**src/rtl/mem_map_pkg.sv**
```systemverilog
// rtl/mem_map_pkg.sv - memory map bounds, region and controller state types
package mem_map_pkg;

    localparam logic [15:0] ROM_LO  = 16'h0000;
    localparam logic [15:0] ROM_HI  = 16'h001f;
    localparam logic [15:0] RAM_LO  = 16'h0800;
    localparam logic [15:0] RAM_HI  = 16'h083f;
    localparam logic [15:0] IO_ADDR = 16'h00fc;

    typedef enum logic [1:0] {REG_ROM, REG_RAM, REG_IO, REG_NONE} region_e;

    typedef enum logic [1:0] {IDLE, ACCESS, DONE} state_e;

    // Offset compare so a zero lower bound needs no always-true test
    function automatic logic in_range(input logic [15:0] a,
                                      input logic [15:0] lo,
                                      input logic [15:0] hi);
        logic [15:0] off;
        logic [15:0] span;
        off  = a - lo;
        span = hi - lo;
        return off <= span;
    endfunction

endpackage

```
**src/rtl/mem_region_decode.sv**
```systemverilog
// rtl/mem_region_decode.sv - combinational word address to region decode
module mem_region_decode
    import mem_map_pkg::*;
(
    input  logic [15:0] addr_i,
    output region_e     region_o
);

    always_comb begin
        region_o = REG_NONE;
        if (in_range(addr_i, ROM_LO, ROM_HI)) begin
            region_o = REG_ROM;
        end else if (addr_i == IO_ADDR) begin
            region_o = REG_IO;
        end else if (in_range(addr_i, RAM_LO, RAM_HI)) begin
            region_o = REG_RAM;
        end
    end

endmodule

```
**src/rtl/mem_bus_arbiter.sv**
```systemverilog
// rtl/mem_bus_arbiter.sv - fetch/data bus arbiter with per-region wait states
// ARB_ROUND_ROBIN_EN selects round-robin contention; default is data priority.
module mem_bus_arbiter
    import mem_map_pkg::*;
#(
    parameter int ROM_WAIT = 1,
    parameter int RAM_WAIT = 2,
    parameter int IO_WAIT  = 1
)(
    input  logic        clk,
    input  logic        rst,
    input  logic        if_req,
    input  logic [15:0] if_addr,
    output logic        if_ack,
    output logic [31:0] if_rdata,
    input  logic        dm_req,
    input  logic        dm_we,
    input  logic [15:0] dm_addr,
    input  logic [31:0] dm_wdata,
    output logic        dm_ack,
    output logic [31:0] dm_rdata,
    output logic [15:0] mem_addr,
    output logic [31:0] mem_wdata,
    output logic        mem_we,
    input  logic [31:0] mem_rdata,
    output logic        bus_err
);

    state_e      state_q, state_d;
    logic [3:0]  cnt_q, cnt_d;
    logic [15:0] addr_q, addr_d;
    logic [31:0] wdata_q, wdata_d;
    logic        we_q, we_d;
    logic        gnt_dm_q, gnt_dm_d;
    region_e     region_q, region_d;
    logic [31:0] if_rdata_q, if_rdata_d;
    logic [31:0] dm_rdata_q, dm_rdata_d;

    logic        pick_dm;
    logic [15:0] req_addr;
    region_e     req_region;

`ifdef ARB_ROUND_ROBIN_EN
    logic last_dm_q, last_dm_d;
    assign pick_dm = dm_req && (!if_req || !last_dm_q);
`else
    assign pick_dm = dm_req;
`endif

    assign req_addr = pick_dm ? dm_addr : if_addr;

    mem_region_decode u_decode (
        .addr_i   (req_addr),
        .region_o (req_region)
    );

    function automatic logic [3:0] wait_of(input region_e r);
        case (r)
            REG_ROM: return 4'(ROM_WAIT);
            REG_RAM: return 4'(RAM_WAIT);
            REG_IO:  return 4'(IO_WAIT);
            default: return 4'd0;
        endcase
    endfunction

    always_comb begin
        state_d    = state_q;
        cnt_d      = cnt_q;
        addr_d     = addr_q;
        wdata_d    = wdata_q;
        we_d       = we_q;
        gnt_dm_d   = gnt_dm_q;
        region_d   = region_q;
        if_rdata_d = if_rdata_q;
        dm_rdata_d = dm_rdata_q;
`ifdef ARB_ROUND_ROBIN_EN
        last_dm_d  = last_dm_q;
`endif
        case (state_q)
            IDLE: begin
                if (if_req || dm_req) begin
                    state_d   = ACCESS;
                    gnt_dm_d  = pick_dm;
                    addr_d    = req_addr;
                    wdata_d   = pick_dm ? dm_wdata : 32'h0;
                    we_d      = pick_dm && dm_we;
                    region_d  = req_region;
                    cnt_d     = wait_of(req_region);
`ifdef ARB_ROUND_ROBIN_EN
                    last_dm_d = pick_dm;
`endif
                end
            end
            ACCESS: begin
                if (cnt_q == 4'd0) begin
                    state_d = DONE;
                    if (!we_q) begin
                        if (gnt_dm_q) begin
                            dm_rdata_d = (region_q == REG_NONE) ? 32'h0 : mem_rdata;
                        end else begin
                            if_rdata_d = (region_q == REG_NONE) ? 32'h0 : mem_rdata;
                        end
                    end
                end else begin
                    cnt_d = cnt_q - 4'd1;
                end
            end
            DONE:    state_d = IDLE;
            default: state_d = IDLE;
        endcase
    end

    always_ff @(posedge clk or posedge rst) begin
        if (rst) begin
            state_q    <= IDLE;
            cnt_q      <= 4'd0;
            addr_q     <= 16'h0;
            wdata_q    <= 32'h0;
            we_q       <= 1'b0;
            gnt_dm_q   <= 1'b0;
            region_q   <= REG_NONE;
            if_rdata_q <= 32'h0;
            dm_rdata_q <= 32'h0;
`ifdef ARB_ROUND_ROBIN_EN
            last_dm_q  <= 1'b0;
`endif
        end else begin
            state_q    <= state_d;
            cnt_q      <= cnt_d;
            addr_q     <= addr_d;
            wdata_q    <= wdata_d;
            we_q       <= we_d;
            gnt_dm_q   <= gnt_dm_d;
            region_q   <= region_d;
            if_rdata_q <= if_rdata_d;
            dm_rdata_q <= dm_rdata_d;
`ifdef ARB_ROUND_ROBIN_EN
            last_dm_q  <= last_dm_d;
`endif
        end
    end

    // Decoded from state so an asynchronous reset kills the strobe at once
    assign mem_we    = (state_q == ACCESS) && (cnt_q == 4'd0) && we_q
                       && (region_q != REG_NONE);
    assign mem_addr  = addr_q;
    assign mem_wdata = wdata_q;
    assign if_ack    = (state_q == DONE) && !gnt_dm_q;
    assign dm_ack    = (state_q == DONE) && gnt_dm_q;
    assign bus_err   = (state_q == DONE) && (region_q == REG_NONE);
    assign if_rdata  = if_rdata_q;
    assign dm_rdata  = dm_rdata_q;

endmodule

```
**config.mk**
```make
export PLATFORM = sky130hd
export DESIGN_NAME = mem_bus_arbiter
export DESIGN_NICKNAME = d
export VERILOG_FILES = /design/src/rtl/mem_map_pkg.sv /design/src/rtl/mem_region_decode.sv /design/src/rtl/mem_bus_arbiter.sv
export SDC_FILE = /design/constraint.sdc
export NUM_CORES = 1
export LEC_CHECK = 0
export ABC_AREA = 1
export BUFFER_PORTS_ARGS = -buffer_cell sky130_fd_sc_hd__buf_2
export CAP_MARGIN = 20
export CORE_MARGIN = 5
export CORE_UTILIZATION = 55
export CTS_BUF_LIST = sky130_fd_sc_hd__clkbuf_4 sky130_fd_sc_hd__clkbuf_8
export CTS_CLUSTER_SIZE = 30
export DETAILED_ROUTE_END_ITERATION = 7
export PLACE_DENSITY_LB_ADDON = 0.3
export SKIP_CTS_REPAIR_TIMING = 1
export SYNTH_ARGS = -nofsm -noshare
export SYNTH_HDL_FRONTEND = slang
export SYNTH_SLANG_ARGS = --single-unit
```
**constraint.sdc**
```tcl
create_clock -name clk -period 4.8 [get_ports clk]
set_input_delay 0 -clock clk [delete_from_list [all_inputs] [get_ports clk]]
set_output_delay 0 -clock clk [all_outputs]
set_load 0.01 [all_outputs]
```
==> results_dict.tcl, run 1 <==
set metrics [dict create \
    n_antenna_cell 0 \
    cts.path.max_buffers 2 \
    synth_fa_ha_area_share_pct 0.6468 \
    synth_top_cells_by_count "sky130_fd_sc_hd__nand2_1 (215), sky130_fd_sc_hd__inv_1 (133), sky130_fd_sc_hd__dfrtp_1 (120), sky130_fd_sc_hd__o21ai_2 (56), sky130_fd_sc_hd__nor2_1 (55)" \
    yosys_warnings 0 \
    synth_top_area_share_pct 51.75 \
    slew-limit-headroom_pct 31.62 \
    max_cap_violations 0 \
    tritoncts "built" \
    worst_reg2reg_setup_slack_ns 2.45 \
    antenna_found_initial 1 \
    finalHoldViolations 4 \
    seq_area_frac_synth_pct 52.65 \
    path_max_fanout 24 \
    vdd_ir_drop_max_mv 0.3246 \
    tns_ns 0 \
    clock_sink_count 122 \
    avgRoutedWirePerCell_um 14.72 \
    dpl_cell_area_um2 6870 \
    place_congestion 0.8351 \
    crit_path_start "cnt_q[0]" \
    netlist.top_cell.by_area "sky130_fd_sc_hd__dfrtp_1" \
    cp.required_ns 5.14 \
    area_fraction_in_compound_gates_after_synthesis_pct 11.49 \
    hold_path_start "dm_addr[3]" \
    library_cells_used_by_synthesis 27 \
    total_leakage_power_nw 4.498 \
    via_count 5536 \
    worstPathArrival_ns 2.69 \
    nets 1092 \
    finClkSkew_ns 0.01136 \
    max_freq_ghz 0.4261 \
    final_antenna_net_count 0 \
    first_global_vias 4957 \
    layout_min_cycle_time_ns 2.347 \
    finalWirelength_um 16730 \
    min-delay-path-class "in2reg" \
    rsz0062_at_grt "no" \
    detail_route.vias_per_cell 4.869 \
    drcViolationCount 0 \
    violations "hold timing" \
    grt.total_usage_pct 23.16 \
    post-synth-top-count-cell "sky130_fd_sc_hd__nand2_1" \
    power_per_unit_of_standard_cell_area_nw_per_um2 592.8 \
    insertion_delay_ns 0.43 \
    synthesized_area_divided_by_synthesized_cell_count_um2 8.243 \
    post_synth_main_area_contributors "sky130_fd_sc_hd__dfrtp_1 (52%), sky130_fd_sc_hd__nand2_1 (14%), sky130_fd_sc_hd__inv_1 (8.6%)" \
    fp.dieW_um 112.7 \
    max_slew.worst_pin.slew_ns 1.022 \
    async_reset_ff_share_pct 100.0 \
    synth.area.mux_share_pct 0 \
    drt_pre_antenna_iters 6 \
    worstSetupPathType "reg2reg" \
    synth_top_family_by_area "simple AND/OR/NAND/NOR gates" \
    clkTransAtPathRegs_ns 0.08 \
    synth_simple_gate_area_share_pct 22.38 \
    critical_path.startpoint_type "register" \
    design.die.area_um2 12710 \
    areaGrowthSynthToFinish_pct 38.29 \
    status "finished with violations" \
    synth_cells 704 \
    timing.critical_path.to_type "register" \
    cts_root_buf "sky130_fd_sc_hd__clkbuf_8" \
    synth.ff_latch_count 122 \
    core.rowCount 37 \
    synth_top_flop_cell "sky130_fd_sc_hd__dfrtp_1" \
    port-buffer-count 216 \
    io_pins 217 \
    numCtsBuffers 17 \
    htree_levels 4 \
    timing_max_transition_violations_final 0 \
    setup_viol 0 \
    core_area_um2 10320 \
    design_area_um2 8025 \
    dpl.hpwl_um 10200 \
    post_synth_instance_area_um2 5803 \
    initial_utilization_pct 56.21 \
    number_of_flops_mapped_to_enable_cells_by_yosys 0 \
    pin_count_of_the_biggest_net_entering_global_routing 70 \
    hold_slack_ns -0.04136 \
    synth.net_count 808 \
    yosys.area_share.xor_xnor_pct 0.3019 \
    drive_gt1_share_pct 32.17 \
    drt_iter0_drc 462 \
    dieHeight_um 112.7 \
    grt-ovfl-total 0 \
    regToRegStartpoint "cnt_q[0]" \
    fin_crit_sh_pct 48.89 \
    grt_first_pass_wirelength_um 23690 \
]
worst max-delay path, cell delays in order (launching register included):
cell                      delay (ns)
sky130_fd_sc_hd__dfrtp_1        0.40
sky130_fd_sc_hd__inv_1          0.10
sky130_fd_sc_hd__ha_1           0.17
sky130_fd_sc_hd__nand2_2        0.08
sky130_fd_sc_hd__nor2_4         0.09
sky130_fd_sc_hd__inv_2          0.07
sky130_fd_sc_hd__nor3_4         0.78
sky130_fd_sc_hd__buf_4          0.41
sky130_fd_sc_hd__nand2_1        0.08
sky130_fd_sc_hd__o21ai_0        0.08
flip-flops by register name, summed over array words and instances, names as in the netlist:
register,cells
mem_wdata,32
cnt_q,4
gnt_dm_q,1
state_q,2
if_rdata,32
mem_addr,16
dm_rdata,32
region_q,2
we_q,1
cell families (layout without fill, tap and decap cells):
kind of cell,after synthesis,after routing
and+or+nand+nor,320,320
buffers and inverters,167,464
DFF,122,122
AOI/OAI and AO/OA,90,90
adders and majority gates,3,3
xor gates and xnor gates,2,2
stage by stage:
stage	util [%]	cells	hold slack, ns	worst slack (ns)	power [mW]
3_3_place_gp	66.55	1029	0.2197	2.498	3.724
3_5_place_dp	66.55	1029	0.2303	2.424	3.775
2_1_floorplan	-	704	0.1462	1.561	3.061
5_1_grt	77.74	1137	-0.006290	2.264	5.113
6_report	77.74	1137	-0.04136	2.453	4.757
4_1_cts	70.20	1061	-0.2387	2.405	4.662
layout make-up:
cell class | count | area, um^2
Sequential cell | 122 | 3055
Fill cell | 701 | 2298
Multi-Input combinational cell | 415 | 2021
Clock inverter | 15 | 142.6
Timing Repair Buffer | 296 | 1889
Clock buffer | 17 | 234.0
Inverter | 136 | 513.0
Tap cell | 136 | 170.2
worst paths after layout:
kind / endpoint / depth (start not counted)
max: if_rdata[26] / 9
min: mem_addr[3] / 5
max reg2reg: if_rdata[26] / 9
min reg2reg: mem_wdata[15] / 2
max in group asynchronous: if_rdata[14] / 4
min in group asynchronous: mem_wdata[25] / 3
routing by layer:
metal	vias to the layer above	track usage, %	wire (um)
met3	37	7.487	1415
li1	2687	-	-
met2	273	36.06	8364
met4	2	7.532	350
met5	-	0	20
met1	2537	30.96	6581
where the power goes:
part | switching, mW | internal, mW | leakage [nW] | total (mW)
combinational | 1.26 | 0.825 | 2.80 | 2.09
clock | 0.453 | 0.418 | 0.181 | 0.871
sequential | 0.285 | 1.51 | 1.52 | 1.80
layout by cell type, fill, tap and decap left out, drive strengths merged, types with 2 or more instances in the layout:
cell	count
o21ai	82
dlygate4sd3	75
nor3	3
inv	141
dfrtp	120
clkbuf	17
buf	221
clkinvlp	4
clkinv	5
nor2	58
a21oi	4
ha	3
nand2	217
nand3	41
dfstp	2
a31oi	2
Power figures use the tool's default switching activity.
==> run 2: changes to the inputs <==
--- a/config.mk
+++ b/config.mk
@@ -9,7 +9,7 @@
 export BUFFER_PORTS_ARGS = -buffer_cell sky130_fd_sc_hd__buf_2
 export CAP_MARGIN = 20
 export CORE_MARGIN = 5
-export CORE_UTILIZATION = 55
+export CORE_UTILIZATION = 51
 export CTS_BUF_LIST = sky130_fd_sc_hd__clkbuf_4 sky130_fd_sc_hd__clkbuf_8
 export CTS_CLUSTER_SIZE = 30
 export DETAILED_ROUTE_END_ITERATION = 7
==> constraint.sdc (replaced) <==
create_clock -name clk -period 2.4 [get_ports clk]
set_input_delay 0 -clock clk [delete_from_list [all_inputs] [get_ports clk]]
set_output_delay 0 -clock clk [all_outputs]
set_load 0.01 [all_outputs]
==> run 2 against run 1 <==
Against the previous run: the run now ends clean; non-clock buffer count is 7 higher; clock power is 110% higher; worst hold slack gained 0.046 ns; count of clock-buffer cells in the layout is 8 higher; global-route usage is 2.0 points lower; worst setup slack worse by 1.8 ns; sequential share of layout area is 0.66 points lower; clock skew up 0.0020 ns; combinational power is 100% higher; via count is 3.0% lower; routed wire length down 4.0%; critical path type unchanged; highest routed layer is now met4.
==> results_dict.tcl, run 2 (synthesized netlist as in run 1, its figures left out) <==
set metrics [dict create \
    path_max_fanout 64 \
    finClkSkew_ns 0.01340 \
    core.rowCount 39 \
    max_cap_violations 0 \
    worstSetupPathType "reg2reg" \
    min-delay-path-class "in2reg" \
    total_leakage_power_nw 4.571 \
    dpl_cell_area_um2 6960 \
    vdd_ir_drop_max_mv 0.6313 \
    power_per_unit_of_standard_cell_area_nw_per_um2 1181 \
    grt.total_usage_pct 21.19 \
    drt_pre_antenna_iters 5 \
    core_area_um2 11270 \
    drt_iter0_drc 358 \
    layout.cells.most_common_list "sky130_fd_sc_hd__buf_2 (216), sky130_fd_sc_hd__nand2_1 (215), sky130_fd_sc_hd__inv_1 (132), sky130_fd_sc_hd__dfrtp_1 (120), sky130_fd_sc_hd__dlygate4sd3_1 (79)" \
    n_antenna_cell 0 \
    hold_path_start "dm_addr[5]" \
    areaGrowthSynthToFinish_pct 40.73 \
    critical_path.max_stage_delay_ns 0.39 \
    finalHoldViolations 0 \
    most_frequent_standard_cell_in_the_layout_excluding_fill_and_tap_cells "sky130_fd_sc_hd__buf_2" \
    numCtsBuffers 17 \
    final_worst_path_setup_slack_ns 0.6764 \
    dpl.hpwl_um 10100 \
    detail_route.vias_per_cell 4.670 \
    worst_hold_path.endpoint "mem_addr[5]" \
    design_area_um2 8167 \
    grt_first_pass_wirelength_um 22560 \
    regToRegStartpoint "cnt_q[0]" \
    status "finished, final reports clean" \
    antenna_found_initial 0 \
    layout.core_utilization_pct 72.45 \
    timing.critical_path.to_type "register" \
    final_cells 1150 \
    drcViolationCount 0 \
    tns_ns 0 \
    timing.critical_path.cells "inv_1 -> ha_1 -> nand2_2 -> nor2_4 -> inv_2 -> nor3_4 -> buf_12 -> nand2_1 -> o21ai_2" \
    cts.path.max_buffers 2 \
    first_global_vias 4742 \
    clock_sink_count 122 \
    hold_slack_ns 0.004911 \
    seqCellArea_um2 3055 \
    finalWirelength_um 16060 \
    max_slew.worst_pin.slew_ns 0.6358 \
    worst_reg2reg_setup_slack_ns 0.68 \
    total_power_mw 9.641 \
    final_antenna_net_count 0 \
    dieHeight_um 116.7 \
    initial_utilization_pct 51.48 \
    crit_path_top_delay_cell "sky130_fd_sc_hd__dfrtp_1" \
    multi_input_area_um2 2021 \
    nets 1099 \
    pin_count_of_the_biggest_net_entering_global_routing 123 \
    worstPathArrival_ns 2.07 \
    drive_gt1_share_pct 32.17 \
    fp.dieW_um 116.7 \
    max_freq_ghz 0.5802 \
    timing.hold.worst_path_depth 5 \
    cp.required_ns 2.75 \
    insertion_delay_ns 0.43 \
    design.die.area_um2 13610 \
    cts_root_buf "sky130_fd_sc_hd__clkbuf_8" \
    critical_path.startpoint_type "register" \
    via_count 5371 \
    ff2ff_path_depth 9 \
    rsz0062_at_grt "no" \
    slew-limit-headroom_pct 57.61 \
    htree_levels 4 \
    avgRoutedWirePerCell_um 13.97 \
    place_congestion 0.8256 \
    post-place-ws_ns 0.7261 \
    fin_crit_sh_pct 71.81 \
    placed_cells 1040 \
    fillerInstances 837 \
    clkTransAtPathRegs_ns 0.06 \
    tritoncts "built" \
    io_pins 217 \
    layout_min_cycle_time_ns 1.724 \
    grt-ovfl-total 0 \
    timing_max_transition_violations_final 0 \
    setup_viol 0 \
    r2r-end "dm_rdata[0]" \
    port-buffer-count 216 \
]
-- run 2: worst max path at each step --
| stage | to | startpoint | cells after the start | slack [ns] |
|---|---|---|---|---|
| after floorplan | dm_rdata[28] | cnt_q[0] | 8 | 0.82 |
| after global placement | dm_rdata[13] | cnt_q[0] | 9 | 0.79 |
| after detailed placement | dm_rdata[30] | cnt_q[0] | 8 | 0.73 |
| after CTS | mem_we | cnt_q[0] | 7 | 0.66 |
| after global routing | dm_rdata[31] | cnt_q[0] | 9 | 0.53 |
| final | dm_rdata[0] | cnt_q[0] | 9 | 0.68 |
-- run 2: final cells by class --
| cell class | instances | area share, % |
|---|---|---|
| well taps | 143 | 2.191 |
| flip-flops and latches | 122 | 37.41 |
| clock inverters | 6 | 1.027 |
| inverters | 136 | 6.297 |
| multi-input cells | 415 | 24.74 |
| repair buffers | 303 | 24.27 |
| clock buffers | 25 | 4.060 |
-- run 2: worst max-delay path: cells and delay by family, from the launching register on --
family                   cells  cell delay (ns)
buffers and inverters        3             0.50
AND/OR/NAND/NOR              4             0.48
adder cells (fa/ha/maj)      1             0.17
flip-flops                   1             0.39
AO/OA/AOI/OAI                1             0.09
-- run 2: report_power, final --
part | internal, mW | leakage, nW | switching, mW
Combinational | 1.68 | 2.84 | 2.52
Clock | 1.11 | 0.219 | 0.766
Sequential | 3.03 | 1.52 | 0.540
Total | 5.82 | 4.57 | 3.82
-- run 2: routing by layer --
layer	GRT usage (%)	part of all wire (%)	routed length (um)	up-vias
met3	7.876	8.2	1311	24
li1	-	-	-	2700
met5	0	0	0	-
met1	28.27	41	6665	2432
met2	32.00	49	7810	215
met4	7.492	1.7	275	0
==> run 3: changes to the inputs <==
--- a/config.mk
+++ b/config.mk
@@ -5,11 +5,11 @@
 export SDC_FILE = /design/constraint.sdc
 export NUM_CORES = 1
 export LEC_CHECK = 0
-export ABC_AREA = 1
+export ABC_AREA = 0
 export BUFFER_PORTS_ARGS = -buffer_cell sky130_fd_sc_hd__buf_2
 export CAP_MARGIN = 20
 export CORE_MARGIN = 5
-export CORE_UTILIZATION = 51
+export CORE_UTILIZATION = 50
 export CTS_BUF_LIST = sky130_fd_sc_hd__clkbuf_4 sky130_fd_sc_hd__clkbuf_8
 export CTS_CLUSTER_SIZE = 30
 export DETAILED_ROUTE_END_ITERATION = 7
==> constraint.sdc (replaced) <==
create_clock -name clk -period 1.75 [get_ports clk]
set_input_delay 0 -clock clk [delete_from_list [all_inputs] [get_ports clk]]
set_output_delay 0 -clock clk [all_outputs]
set_load 0.01 [all_outputs]
==> run 3 against run 2 <==
Against the previous run: highest routed layer unchanged; the flow now finishes with violations (hold timing, setup timing); critical endpoint is now dm_rdata[11]; critical path depth is 3 lower; fmax is 19% lower; global-route usage is 0.94 points lower; area after synthesis is 9.0% lower; cell count is 24% lower; register-to-register slack worse by 1.0 ns.
==> results_dict.tcl, run 3 <==
set metrics [dict create \
    status "finished with violations" \
    violations "hold timing, setup timing" \
    final_antenna_net_count 0 \
    grt-ovfl-total 0 \
    design.die.area_um2 12710 \
    path_max_fanout 18 \
    final_worst_path_setup_slack_ns -0.3678 \
    setup_viol 67 \
    async_reset_ff_share_pct 100.0 \
    synth_top_area_share_pct 56.89 \
    pin_count_of_the_biggest_net_entering_global_routing 67 \
    grt.total_usage_pct 20.26 \
    grt_first_pass_wirelength_um 20530 \
    fin_crit_sh_pct 121.0 \
    cts_root_buf "sky130_fd_sc_hd__clkbuf_8" \
    clock_sink_count 122 \
    max_freq_ghz 0.4722 \
    synth_cells 393 \
    critical_path.startpoint_type "register" \
    antenna_found_initial 0 \
    fp.dieW_um 112.8 \
    synth_top_cells_by_count "sky130_fd_sc_hd__dfrtp_1 (120), sky130_fd_sc_hd__mux2_4 (44), sky130_fd_sc_hd__a22o_1 (34), sky130_fd_sc_hd__and2_1 (30), sky130_fd_sc_hd__nand2_1 (30)" \
    core_area_um2 10320 \
    total_leakage_power_nw 4.454 \
    dpl.hpwl_um 9114 \
    post_synth_instance_area_um2 5279 \
    place_congestion 0.7828 \
    post-synth-top-count-cell "sky130_fd_sc_hd__dfrtp_1" \
    drt_pre_antenna_iters 4 \
    design_area_um2 8123 \
    max_cap_violations 0 \
    tritoncts "built" \
    dpl_cell_area_um2 6628 \
    via_count 4462 \
    n_antenna_cell 0 \
    finClkSkew_ns 0.01538 \
    netlist.top_cell.by_area "sky130_fd_sc_hd__dfrtp_1" \
    yosys_warnings 0 \
    areaGrowthSynthToFinish_pct 53.88 \
    slew-limit-headroom_pct 74.55 \
    drt_iter0_drc 281 \
    layout_min_cycle_time_ns 2.118 \
    first_global_vias 4173 \
    finalHoldViolations 1 \
    hold_slack_ns -0.008651 \
    max_slew.worst_pin.slew_ns 0.3817 \
    worstPathArrival_ns 2.44 \
    seq_area_frac_synth_pct 57.88 \
    number_of_flops_mapped_to_enable_cells_by_yosys 0 \
    synth.ff_latch_count 122 \
    clkTransAtPathRegs_ns 0.07 \
    fillerInstances 620 \
    library_cells_used_by_synthesis 39 \
    synthesized_area_divided_by_synthesized_cell_count_um2 13.43 \
    insertion_delay_ns 0.44 \
    power_per_unit_of_standard_cell_area_nw_per_um2 1288 \
    tns_ns -20.20 \
    detail_route.vias_per_cell 5.082 \
    post_synth_main_area_contributors "sky130_fd_sc_hd__dfrtp_1 (57%), sky130_fd_sc_hd__mux2_4 (13%), sky130_fd_sc_hd__a22o_1 (5.6%)" \
    timing.critical_path.to_type "register" \
    most_frequent_standard_cell_in_the_layout_excluding_fill_and_tap_cells "sky130_fd_sc_hd__buf_2" \
    drive_gt1_share_pct 47.57 \
    io_pins 217 \
    cts.path.max_buffers 2 \
    timing_max_transition_violations_final 0 \
    numCtsBuffers 17 \
    nets 834 \
    cp.required_ns 2.07 \
    vdd_ir_drop_max_mv 0.8339 \
    min-delay-path-class "in2reg" \
    htree_levels 4 \
    finalWirelength_um 15670 \
    core.rowCount 37 \
    synth.net_count 497 \
    drcViolationCount 0 \
    worstSetupPathType "reg2reg" \
    port-buffer-count 216 \
    rsz0062_at_grt "yes" \
    avgRoutedWirePerCell_um 17.84 \
    layout.cells.most_common_list "sky130_fd_sc_hd__buf_2 (215), sky130_fd_sc_hd__dfrtp_1 (120), sky130_fd_sc_hd__dlygate4sd3_1 (91), sky130_fd_sc_hd__mux2_4 (44), sky130_fd_sc_hd__a22o_1 (33)" \
    dieHeight_um 112.8 \
    synth_top_flop_cell "sky130_fd_sc_hd__dfrtp_1" \
    total_power_mw 10.46 \
    initial_utilization_pct 51.13 \
]
[run 3: changes by cell type in the layout (fill, tap and decap cells not counted), sizes merged, moves of 4 or more]
cell	before	now
dlygate4sd3	79	91
inv	136	5
nor2	58	12
mux2	0	56
nor4	0	4
a22o	0	34
buf	224	248
nand3	41	3
and2	0	30
nand2	217	30
mux2i	0	16
o21ai	82	24
[run 3: cells by family (layout without fill, tap and decap cells)]
kind of cell             Yosys count  count (layout)  synth area share, %
adder cells (fa/ha/maj)            3               3               0.7111
AO/OA/AOI/OAI                     65              65                8.960
buffers and inverters             31             380                4.148
multiplexers                      72              72                18.11
flip-flops                       122             122                57.88
XOR/XNOR                           3               3               0.4978
AND/OR/NAND/NOR                   97              97                9.694
[run 3: path summary, 6_finish.rpt]
kind	cells past startpoint	from	to	slack, ns
max	6	cnt_q[0]	dm_rdata[11]	-0.37
min	3	dm_addr[6]	mem_addr[6]	-0.009
max reg2reg	6	cnt_q[0]	dm_rdata[11]	-0.37
min reg2reg	2	mem_addr[3]	mem_addr[3]	0.48
max in group asynchronous	4	rst	region_q[1]	1.20
min in group asynchronous	4	rst	mem_addr[4]	0.25
[run 3: power by group]
group          total (mW)  internal [mW]  leakage, nW  switching, mW
Combinational        3.90           1.99         2.63           1.91
Sequential           4.03           3.57         1.62          0.457
Clock                2.53           1.45        0.205           1.08
[run 3: area by class of cell]
cell class	instances	area, um^2	share of cell area [%]
clock inverter	7	90.09	1.109
tap	136	170.2	2.095
sequential	122	3055	37.62
clock buffer	24	311.5	3.835
timing repair buffer	343	2421	29.81
multi-input combinational	240	2048	25.22
inverter	6	26.28	0.3235
[run 3: metrics by stage]
step / setup slack, ns / cells / utilization, %
after floorplan: -0.3376 / 393 / -
after global routing: -0.4132 / 878 / 78.68
final: -0.3678 / 878 / 78.68
after global placement: -0.4149 / 748 / 64.20
after CTS: -0.4830 / 779 / 68.09
after detailed placement: -0.4676 / 748 / 64.20
[run 3: routing by layer]
| layer | vias up | wire length [um] | GRT usage (%) | part of all wire, % |
|---|---|---|---|---|
| met5 | - | 0 | 0 | 0 |
| met4 | 0 | 184 | 6.250 | 1.2 |
| met3 | 17 | 1169 | 7.914 | 7.5 |
| met2 | 187 | 8042 | 31.87 | 51 |
| met1 | 2196 | 6272 | 25.98 | 40 |
| li1 | 2062 | - | - | - |
[run 3: worst max-delay path, stage by stage, from the launching register on]
cell and delay (ns):
sky130_fd_sc_hd__dfrtp_1 0.39, sky130_fd_sc_hd__inv_2 0.08, sky130_fd_sc_hd__ha_4 0.12, sky130_fd_sc_hd__or3b_4 0.38
sky130_fd_sc_hd__or4_4 0.51, sky130_fd_sc_hd__clkbuf_16 0.23, sky130_fd_sc_hd__mux2_4 0.31
